$ cat src/rtl/fb_scan_arbiter.sv
// Frame-buffer port arbiter: VGA scan-out reads have priority; cell writes and a hardware clear fill the gaps.
// Optional FB_RANGE_CHECK_EN: out-of-range writes are handshaken but dropped, and a sticky wr_err is raised.
module fb_scan_arbiter #(
    parameter int H_START   = 145,
    parameter int V_START   = 32,
    parameter int COLS      = 80,
    parameter int ROWS      = 60,
    parameter int CELL_LOG2 = 3,
    parameter int DATA_W    = 8,
    parameter int ADDR_W    = 13,
    parameter logic [DATA_W-1:0] CLEAR_VAL = '0
) (
    input  logic              clk,
    input  logic              rst,
    input  logic [9:0]        hc,
    input  logic [9:0]        vc,
    input  logic              wr_valid,
    output logic              wr_ready,
    input  logic [ADDR_W-1:0] wr_addr,
    input  logic [DATA_W-1:0] wr_data,
    input  logic              clear_req,
    output logic              clear_busy,
    output logic              wr_err,
    output logic              ram_en,
    output logic              ram_we,
    output logic [ADDR_W-1:0] ram_addr,
    output logic [DATA_W-1:0] ram_wdata,
    input  logic [DATA_W-1:0] ram_rdata,
    output logic [DATA_W-1:0] pix_data,
    output logic              pix_valid
);
    localparam int          CELL    = 1 << CELL_LOG2;
    localparam int unsigned CELLS   = COLS * ROWS;
    localparam logic [10:0] SLOT0   = 11'(H_START - 2);
    localparam logic [9:0]  V_FIRST = 10'(V_START);
    localparam logic [9:0]  V_LAST  = 10'(V_START + ROWS * CELL - 1);
    localparam logic [9:0]  H_LAST  = 10'(H_START + COLS * CELL - 1);

    localparam logic [0:0] ST_IDLE  = 1'b0;
    localparam logic [0:0] ST_CLEAR = 1'b1;

    logic [0:0]        state;
    logic [ADDR_W-1:0] clr_cnt;
    logic              clr_last;
    logic [10:0]       hc_off, slot_k;
    logic [9:0]        v_off, row;
    logic              active_row, slot;
    logic [ADDR_W-1:0] slot_addr;
    logic              rd_pend, rd_first;
    logic              wr_fire, wr_oob;

    // Slots sit two pixels ahead of each cell so the registered read lands on the cell's first pixel.
    assign hc_off     = {1'b0, hc} - SLOT0;
    assign slot_k     = hc_off >> CELL_LOG2;
    assign active_row = (vc >= V_FIRST) && (vc <= V_LAST);
    assign slot       = active_row && ({1'b0, hc} >= SLOT0) &&
                        (hc_off[CELL_LOG2-1:0] == '0) && (slot_k < 11'(COLS));
    assign v_off      = vc - V_FIRST;
    assign row        = v_off >> CELL_LOG2;
    assign slot_addr  = ADDR_W'(row) * ADDR_W'(COLS) + ADDR_W'(slot_k);

    assign clr_last   = (clr_cnt == ADDR_W'(CELLS - 1));
    assign clear_busy = (state == ST_CLEAR);
    assign wr_ready   = !rst && (state == ST_IDLE) && !slot && !clear_req;
    assign wr_fire    = wr_valid && wr_ready;

`ifdef FB_RANGE_CHECK_EN
    assign wr_oob = (32'(wr_addr) >= CELLS);

    always_ff @(posedge clk) begin
        if (rst)
            wr_err <= 1'b0;
        else if (wr_fire && wr_oob)
            wr_err <= 1'b1;
    end
`else
    assign wr_oob = 1'b0;
    assign wr_err = 1'b0;
`endif

    always_comb begin
        ram_en    = 1'b0;
        ram_we    = 1'b0;
        ram_addr  = '0;
        ram_wdata = '0;
        if (!rst) begin
            if (slot) begin
                ram_en   = 1'b1;
                ram_addr = slot_addr;
            end else if (state == ST_CLEAR) begin
                ram_en    = 1'b1;
                ram_we    = 1'b1;
                ram_addr  = clr_cnt;
                ram_wdata = CLEAR_VAL;
            end else if (wr_fire && !wr_oob) begin
                ram_en    = 1'b1;
                ram_we    = 1'b1;
                ram_addr  = wr_addr;
                ram_wdata = wr_data;
            end
        end
    end

    always_ff @(posedge clk) begin
        if (rst) begin
            state     <= ST_IDLE;
            clr_cnt   <= '0;
            rd_pend   <= 1'b0;
            rd_first  <= 1'b0;
            pix_data  <= '0;
            pix_valid <= 1'b0;
        end else begin
            rd_pend  <= slot;
            rd_first <= slot && (slot_k == '0);
            if (rd_pend)
                pix_data <= ram_rdata;
            if (rd_pend && rd_first)
                pix_valid <= 1'b1;
            else if (hc == H_LAST)
                pix_valid <= 1'b0;

            case (state)
                ST_IDLE: begin
                    if (clear_req) begin
                        state   <= ST_CLEAR;
                        clr_cnt <= '0;
                    end
                end
                default: begin
                    if (!slot) begin
                        if (clr_last) begin
                            state   <= ST_IDLE;
                            clr_cnt <= '0;
                        end else begin
                            clr_cnt <= clr_cnt + 1'b1;
                        end
                    end
                end
            endcase
        end
    end
endmodule

$ cat config.mk
export PLATFORM = sky130hd
export DESIGN_NAME = fb_scan_arbiter
export DESIGN_NICKNAME = d
export VERILOG_FILES = /design/src/rtl/fb_scan_arbiter.sv
export SDC_FILE = /design/constraint.sdc
export NUM_CORES = 1
export LEC_CHECK = 0
export BUFFER_PORTS_ARGS = -buffer_cell sky130_fd_sc_hd__buf_4
export CAP_MARGIN = 15
export CORE_UTILIZATION = 32
export DETAILED_ROUTE_END_ITERATION = 10
export GPL_ROUTABILITY_DRIVEN = 1
export PLACE_DENSITY = 0.6
export SYNTH_ARGS = -nofsm -noshare
export SYNTH_HDL_FRONTEND = slang
export SYNTH_SLANG_ARGS = --single-unit
$ cat constraint.sdc
create_clock -name clk -period 3.8 [get_ports clk]
set_input_delay 0.57 -clock clk [delete_from_list [all_inputs] [get_ports clk]]
set_output_delay 0.57 -clock clk [all_outputs]
set_load 0.01 [all_outputs]
# Word level (Yosys, flattened, before mapping)
# Index checks and enable logic that the tools add are counted.
[totals]
input_bits = 53
wordCells = 61
out_inout_bits = 35
regBits = 25
[op_classes]
bitwise = 1
eq_ne = 3
add_sub_neg = 4
order_cmp = 4
reduce_logical = 18
n_mul = 1
mux = 24
[op_table]
columns = ["op", "count"]
rows = [
  ["$mux 13", 8],
  ["$mux 8", 4],
  ["$add 13x1->13 const B", 1],
  ["$add 13x8->13", 1],
  ["$eq 13x13->1 const B", 1],
  ["$mux 1", 12],
  ["$logic_not 11->1", 1],
  ["$sub 10x8->11 const B", 1],
  ["$eq 10x10->1 const B", 1],
  ["$ge 10x6->1 const B", 1],
  ["$ge 10x8->1 const B", 1],
  ["$le 10x9->1 const B", 1],
  ["$logic_and 1x1->1", 10],
  ["$sub 10x6->10 const B", 1],
  ["$mul 7x3->9 const B", 1],
  ["$lt 8x7->1 const B", 1],
  ["$reduce_bool 2->1", 2],
  ["$logic_not 1->1", 3],
  ["$logic_not 3->1", 1],
  ["$ne 2x2->1 const B", 1],
  ["$reduce_and 2->1", 1],
  ["$not 1->1", 1],
]

# Longest topological paths before layout
# Gate-level depths: netlist (run 1).
[depth]
word_depth = 13
mapped_depth = 12

# Worst setup path before layout (run 1)
# Ideal clock, no wire load.
[synth_timing]
path_type = "input to output"
start = "in vc[5]"
end = "out ram_addr[12]"
stages = 12
setup_slack_ns = 0.271
path_buffers = 0
t_arrival_ns = 2.959
cell_sequence = "inv_1 -> ha_1 -> inv_1 -> ha_1 -> ha_1 -> fa_1 -> a211oi_1 -> o22ai_1 -> nor4bb_1 -> xor2_1 -> nand2_1 -> o211a_1"
[synth_between]
elab_chain_len = 13
elab_cells_between_ends = 17
[synth_rtl]
columns = ["item", "line_no", "source"]
rows = [
  ["start: declaration", "16", "input logic [9:0] vc,"],
  ["parallel branches: the longest is 11 deep, another holds $add 13x8->13", "-", ""],
  ["$mux 13 (*)", "87", "if (slot) begin"],
  ["$mux 13 (*)", "86", "if (!rst) begin"],
  ["end: declaration", "26", "output logic [ADDR_W-1:0] ram_addr,"],
]
# Mark *: on every way between the ends.

# Worst setup path after layout (run 1)
[layout_timing]
start = "in hc[1]"
end = "out ram_addr[10]"
[layout_between]
elab_chain_len = 12
elab_cells_between_ends = 16
[layout_rtl]
columns = ["item", "line_no", "source"]
rows = [
  ["start: declaration", "15", "input logic [9:0] hc,"],
  ["parallel branches: the longest is 10 deep, another holds $sub 10x8->11", "-", ""],
  ["$mux 13 (*)", "87", ""],
  ["$mux 13 (*)", "86", ""],
]
# Marked as above.

==> impl_metrics.tcl, run 1 <==
set metrics [dict create \
    outcome "finished clean" \
    synth_cell_types 52 \
    clk_pin_slew_worst_paths_ps 100 \
    critPathSlowestCell "fa_2" \
    r2r_start "clr_cnt[0]$_SDFFE_PP0P_" \
    r2r_cells 7 \
    fmaxAchievable_mhz 274 \
    p_int_uw 549 \
    synthArstFlopShare_pct 0 \
    worst_ep_required_time_ps 3230 \
    postRouteAntennaNets 0 \
    final_net_count 455 \
    grt_pass1_wl_microns 10400 \
    wl_per_cell_microns 13.4 \
    syn_avg_cell_area_sq_um 7.77 \
    dieArea_sq_um 7400 \
    drive_gt1_share_pct 37.4 \
    place_ws_ps -83.0 \
    crit_type "primary input to output port" \
    hpwl_microns 4830 \
    grt_max_degree 28 \
    yosysMostFrequentCell "nor2_1" \
    min_path_cells 2 \
    antenna_cells 0 \
    seq_power_share_pct 32.5 \
    synth_common_cells "35 x nor2_1, 25 x dfxtp_1, 21 x nand2_1" \
    maxSlewViolCount 0 \
    cts-root-buf "clkbuf_8" \
    grt_usage_pct 17.0 \
    cts_tree "yes" \
    endpoint_kind "output port" \
    hold_path_class "register to register" \
    die_w_microns 86.0 \
    skew_ps 11.7 \
    initial_utilization_pct 33.3 \
    r2r_slack_ps 1340 \
    yosysSeqAreaShare_pct 22.1 \
    io_buffer_count 83 \
    syn_inst 291 \
    cp_max_fo 6 \
    synth_edf_count 0 \
    pwr-share-comb_pct 46.6 \
    rr_endpoint "clr_cnt[5]$_SDFFE_PP0P_" \
    hold-worst-slack_ps 473 \
    hp-start "rd_first$_SDFF_PP0_" \
    finalHoldViolCount 0 \
    clkPwrFrac_pct 20.9 \
    drcViolationCount 0 \
    core_sq_um 6790 \
    clock_path_buffers 2 \
    setup_tns_ps 0 \
    grt_antenna_before_repair 0 \
    setup_viol 0 \
    final_area_sq_um 3370 \
    synth_top_flop_cell "dfxtp_1" \
    synth_top_area_cell "dfxtp_1" \
    cp_cell_sequence "buf_4 > a41o_4 > nor3_1 > nor2_4 > ha_2 > fa_2 > and3_4 > o211ai_1 > buf_4 > buf_4 > xnor2_1 > nor2_1 > a211oi_1 > buf_4" \
    synth_top_area_share_pct 22.1 \
    area_growth_pct 49.2 \
    drtIter0Drc 154 \
    synth_area_sq_um 2260 \
    leakagePower_nw 1.41 \
    cts.sinks 25 \
    ctsHoldBuffers 0 \
    start_kind "primary input" \
    die_height_microns 86.0 \
    synth_area_leaders "dfxtp_1 22%, ha_1 9.4%, mux2i_1 7.5%" \
    switching_power_uw 280 \
    switching_share_pct 33.8 \
    cp_common_cell "buf_4" \
    io_pins 88 \
    ys_ff_latch 25 \
    cpPeakStageDelay_ps 400 \
    max_cap_violations 0 \
    min_to "pix_valid$_SDFFE_PP0P_" \
    wl_microns 6420 \
    period_share_pct 96.1 \
    arrival_ps 3080 \
    first_pass_iters 5 \
    insertion_delay_ps 280 \
    ys_warn_count 0 \
    fin_ws_ps 150 \
    via_per_inst 5.07 \
    slew-limit-headroom_pct 51.5 \
    powerDensity_nw_per_um2 246 \
    cts_buffers 3 \
    gr-total-overflow 0 \
    vdd_drop_max_mv 0.133 \
    syn-num-nets 363 \
    num_rows 30 \
    cts_max_level 1 \
    grt_pass1_vias 2251 \
    fin_crit_ps 3650 \
    routabilityCongestion 0.800 \
    postPlaceCellArea_sq_um 3040 \
    worst_pin_slew_ps 722 \
    via_count 2425 \
]
==> metal layers <==
layer / vias to the layer above / track usage [%] / share of wire (%)
met1: 1097 / 24.2 / 47
met4: 0 / 2.73 / 0.92
met3: 7 / 3.56 / 8.5
met2: 91 / 26.8 / 43
met5: - / 0 / 0
li1: 1230 / - / -
==> cells in the final DEF, fill, tap and decap left out, types with 9 or more instances in the layout <==
master	n
buf_4	101
nor2_1	34
dfxtp_1	25
nand2_1	21
mux2i_1	17
a21oi_1	14
a211oi_1	13
and2_1	10
o21ai_0	9
nand3_1	9
ha_1	9
==> critical path: cells and delay by family <==
kind / cells / cell delay (ps)
AOI/OAI and AO/OA: 3 / 690
buffers and inverters: 4 / 540
xor gates and xnor gates: 1 / 100
and+or+nand+nor: 4 / 560
adders and majority gates: 2 / 610
==> how the worst max path moves through the flow <==
stage                     cells after the start  slack (ps)      endpoint  start
final                                        14         150  ram_addr[10]  hc[1]
after global routing                         14         -40  ram_addr[12]  vc[5]
after CTS                                    14          10  ram_addr[12]  vc[5]
after detailed placement                     14         -80  ram_addr[12]  vc[5]
after global placement                       14           4  ram_addr[12]  vc[5]
after floorplan                              12         270  ram_addr[12]  vc[5]
==> registers in the layout (all words and copies together), names as in the netlist <==
register / cells
clr_cnt: 13
pix_data: 8
clear_busy: 1
pix_valid: 1
rd_first: 1
rd_pend: 1
==> repair_timing <==
| action | CTS | global route |
|---|---|---|
| setup endpoints to repair | 1 | 2 |
| pin swaps | 5 | 15 |
| hold endpoints to repair | 0 | 0 |
| buffers inserted | 3 | 4 |
| resized for setup | 5 | 35 |
==> power groups by stage <==
stage / combinational (mW) / sequential (mW) / clock, mW
floorplan: 0.190 / 0.274 / 0
CTS: 0.312 / 0.275 / 0.179
finish: 0.387 / 0.269 / 0.173
global route: 0.423 / 0.270 / 0.192
global placement: 0.298 / 0.280 / 0
detailed placement: 0.302 / 0.280 / 0
==> logic make-up after synthesis <==
group | Yosys count | synth area share [%]
xor gates and xnor gates | 16 | 6.20
AOI/OAI and AO/OA | 74 | 22.8
adders and majority gates | 19 | 11.2
and+or+nand+nor | 113 | 24.9
DFF | 25 | 22.1
buffers and inverters | 25 | 4.60
other | 1 | 0.166
muxes | 18 | 8.03
==> through the flow <==
stage	cells	power, mW	util [%]
final	478	0.829	49.6
after global routing	478	0.885	49.6
after CTS	473	0.766	46.0
after detailed placement	466	0.582	44.8
after global placement	466	0.579	44.8
after floorplan	291	0.463	-
==> area by class of cell <==
type / count / area, sq um
clock buffers: 3 / 41.3
clock inverters: 1 / 8.76
fillers: 674 / 3420
inverters: 9 / 36.3
multi-input cells: 241 / 1870
flip-flops and latches: 25 / 500
well taps: 96 / 120
repair buffers: 103 / 797
Note: power is estimated with default switching activity, not from simulation.
==> inputs of run 2 (changes only) <==
Clock period 3.8 ns to 4.1 ns, I/O delays scaled along.
==> run 2 against run 1 <==
Against the previous run: count of clock-buffer cells in the layout is the same; critical path depth shrank 1; sequential power shrank 7%; register-to-register slack gained 230 ps; die area is the same; power shrank 17%; combinational power shrank 27%; sequential share of layout area grew 1.5 points; final cell count shrank 2.9%; first-iteration DRC count shrank 16%; largest power group unchanged.
==> impl_metrics.tcl, run 2 (synthesis gave the netlist of run 1 again) <==
set metrics [dict create \
    outcome "finished clean" \
    via_count 2354 \
    routabilityCongestion 0.805 \
    first_pass_iters 4 \
    wl_per_cell_microns 13.1 \
    postCtsSetupRepairBufs 0 \
    r2r_cells 7 \
    most-common-layout-cells "89 x buf_4, 35 x nor2_1, 25 x dfxtp_1, 21 x nand2_1" \
    area_growth_pct 35.3 \
    hold_path_class "register to register" \
    grt_max_degree 27 \
    largest_reg_flops 13 \
    final_net_count 441 \
    cp_max_fo 3 \
    largestRegisters "clr_cnt: 13 flops, pix_data: 8 flops" \
    die_height_microns 86.0 \
    skew_ps 12.4 \
    clock_path_buffers 2 \
    clkPwrFrac_pct 23.0 \
    hold-worst-slack_ps 472 \
    hp-start "rd_first$_SDFF_PP0_" \
    drtIter0Drc 130 \
    leakagePower_nw 1.32 \
    maxSlewViolCount 0 \
    wl_met2_microns 2510 \
    instances_no_fill 464 \
    drive_gt1_share_pct 27.7 \
    fmaxAchievable_mhz 255 \
    crit_type "primary input to output port" \
    postRouteAntennaNets 0 \
    max_cap_violations 0 \
    start_kind "primary input" \
    num_rows 30 \
    fillers 688 \
    switching_power_uw 232 \
    drcViolationCount 0 \
    top_layer_used "met4" \
    cts-root-buf "clkbuf_8" \
    cts_max_level 1 \
    place_inst 460 \
    grt_antenna_before_repair 0 \
    met1_length_microns 3130 \
    ctsHoldBuffers 0 \
    period_share_pct 95.5 \
    path_buf_inv 3 \
    arrival_ps 3300 \
    cpPeakStageDelay_ps 500 \
    grt_usage_pct 16.3 \
    clk_pin_slew_worst_paths_ps 100 \
    crit_cells 13 \
    hpwl_microns 4790 \
    core_sq_um 6790 \
    worst_ep_required_time_ps 3480 \
    grt_pass1_wl_microns 9850 \
    io_buffer_count 83 \
    min_to "pix_valid$_SDFFE_PP0P_" \
    via_per_inst 5.07 \
    p_int_uw 459 \
    cts.sinks 25 \
    setup_tns_ps 0 \
    insertion_delay_ps 280 \
    gr-total-overflow 0 \
    dieArea_sq_um 7400 \
    critPathSlowestCell "fa_1" \
    r2r_slack_ps 1570 \
    largest_register "clr_cnt" \
    worst_pin_slew_ps 715 \
    final_area_sq_um 3060 \
    cts_tree "yes" \
    grt_pass1_vias 2106 \
    antenna_cells 0 \
    rr_endpoint "clr_cnt[5]$_SDFFE_PP0P_" \
    min_path_cells 2 \
    slew-limit-headroom_pct 51.7 \
    cp_cell_sequence "buf_4 > inv_1 > ha_1 > xor2_1 > ha_1 > fa_1 > a211oi_2 > o22ai_1 > nor4bb_1 > xor2_1 > nand2_1 > o211a_1 > buf_4" \
    fin_crit_ps 3920 \
    die_w_microns 86.0 \
    switching_share_pct 33.6 \
    initial_utilization_pct 33.3 \
    setup_viol 0 \
    powerDensity_nw_per_um2 226 \
    wl_met3_microns 430 \
    cts_buffers 3 \
    r2r_start "clr_cnt[0]$_SDFFE_PP0P_" \
    wl_microns 6090 \
    finalHoldViolCount 0 \
    cts.repair.resized 0 \
    io_pins 88 \
    postPlaceCellArea_sq_um 3000 \
    regArea_sq_um 500 \
    endpoint_kind "output port" \
    pwr-share-comb_pct 40.7 \
    vdd_drop_max_mv 0.133 \
    crit_family "adder cells" \
    multiInputGateArea_sq_um 1690 \
    final_common_cell "buf_4" \
    seq_power_share_pct 36.3 \
]
[run 2: cell count changes in the layout (fill, tap and decap cells not counted), moves of 3 or more]
cell and change:
buf_4 -12, ha_1 +8, ha_4 -6, inv_1 +3
[run 2: how the worst max path moves through the flow]
stage | start | endpoint | slack [ps]
2_1_floorplan | vc[5] | ram_addr[12] | 480
3_3_place_gp | vc[5] | ram_addr[12] | 160
3_5_place_dp | vc[5] | ram_addr[12] | 160
4_1_cts | vc[5] | ram_addr[12] | 140
5_1_grt | vc[6] | ram_addr[12] | -20
6_report | vc[5] | ram_addr[12] | 180
[run 2: worst reg2reg max path: cells and delay by family, from the launching register on]
family | cells | cell delay (ps)
AOI/OAI and AO/OA | 2 | 880
and+or+nand+nor | 4 | 860
adders and majority gates | 1 | 230
DFF | 1 | 450
[run 2: cell type report]
| type | count | share of cell area (%) |
|---|---|---|
| Inverter | 9 | 1.10 |
| Clock inverter | 1 | 0.286 |
| Multi-Input combinational cell | 241 | 55.1 |
| Sequential cell | 25 | 16.4 |
| Clock buffer | 3 | 1.35 |
| Timing Repair Buffer | 89 | 21.8 |
| Tap cell | 96 | 3.93 |
[run 2: power by group through the flow]
stage	combinational (mW)	sequential [mW]	clock, mW
4_1_cts	0.277	0.251	0.163
2_1_floorplan	0.176	0.254	0
6_report	0.281	0.251	0.159
3_5_place_dp	0.275	0.256	0
5_1_grt	0.312	0.251	0.175
3_3_place_gp	0.274	0.256	0
[run 2: metrics by stage]
step / util, % / power, mW / setup WS (ps)
final: 45.0 / 0.691 / 183
after detailed placement: 44.1 / 0.532 / 161
after global placement: 44.1 / 0.530 / 165
after CTS: 44.8 / 0.690 / 136
after floorplan: - / 0.429 / 481
after global routing: 45.0 / 0.738 / -17.2
[run 2: metal layers]
layer | vias up | track usage, %
li1 | 1205 | -
met4 | 0 | 1.82
met5 | - | 0
met3 | 2 | 3.46
met1 | 1066 | 22.9
met2 | 81 | 26.3
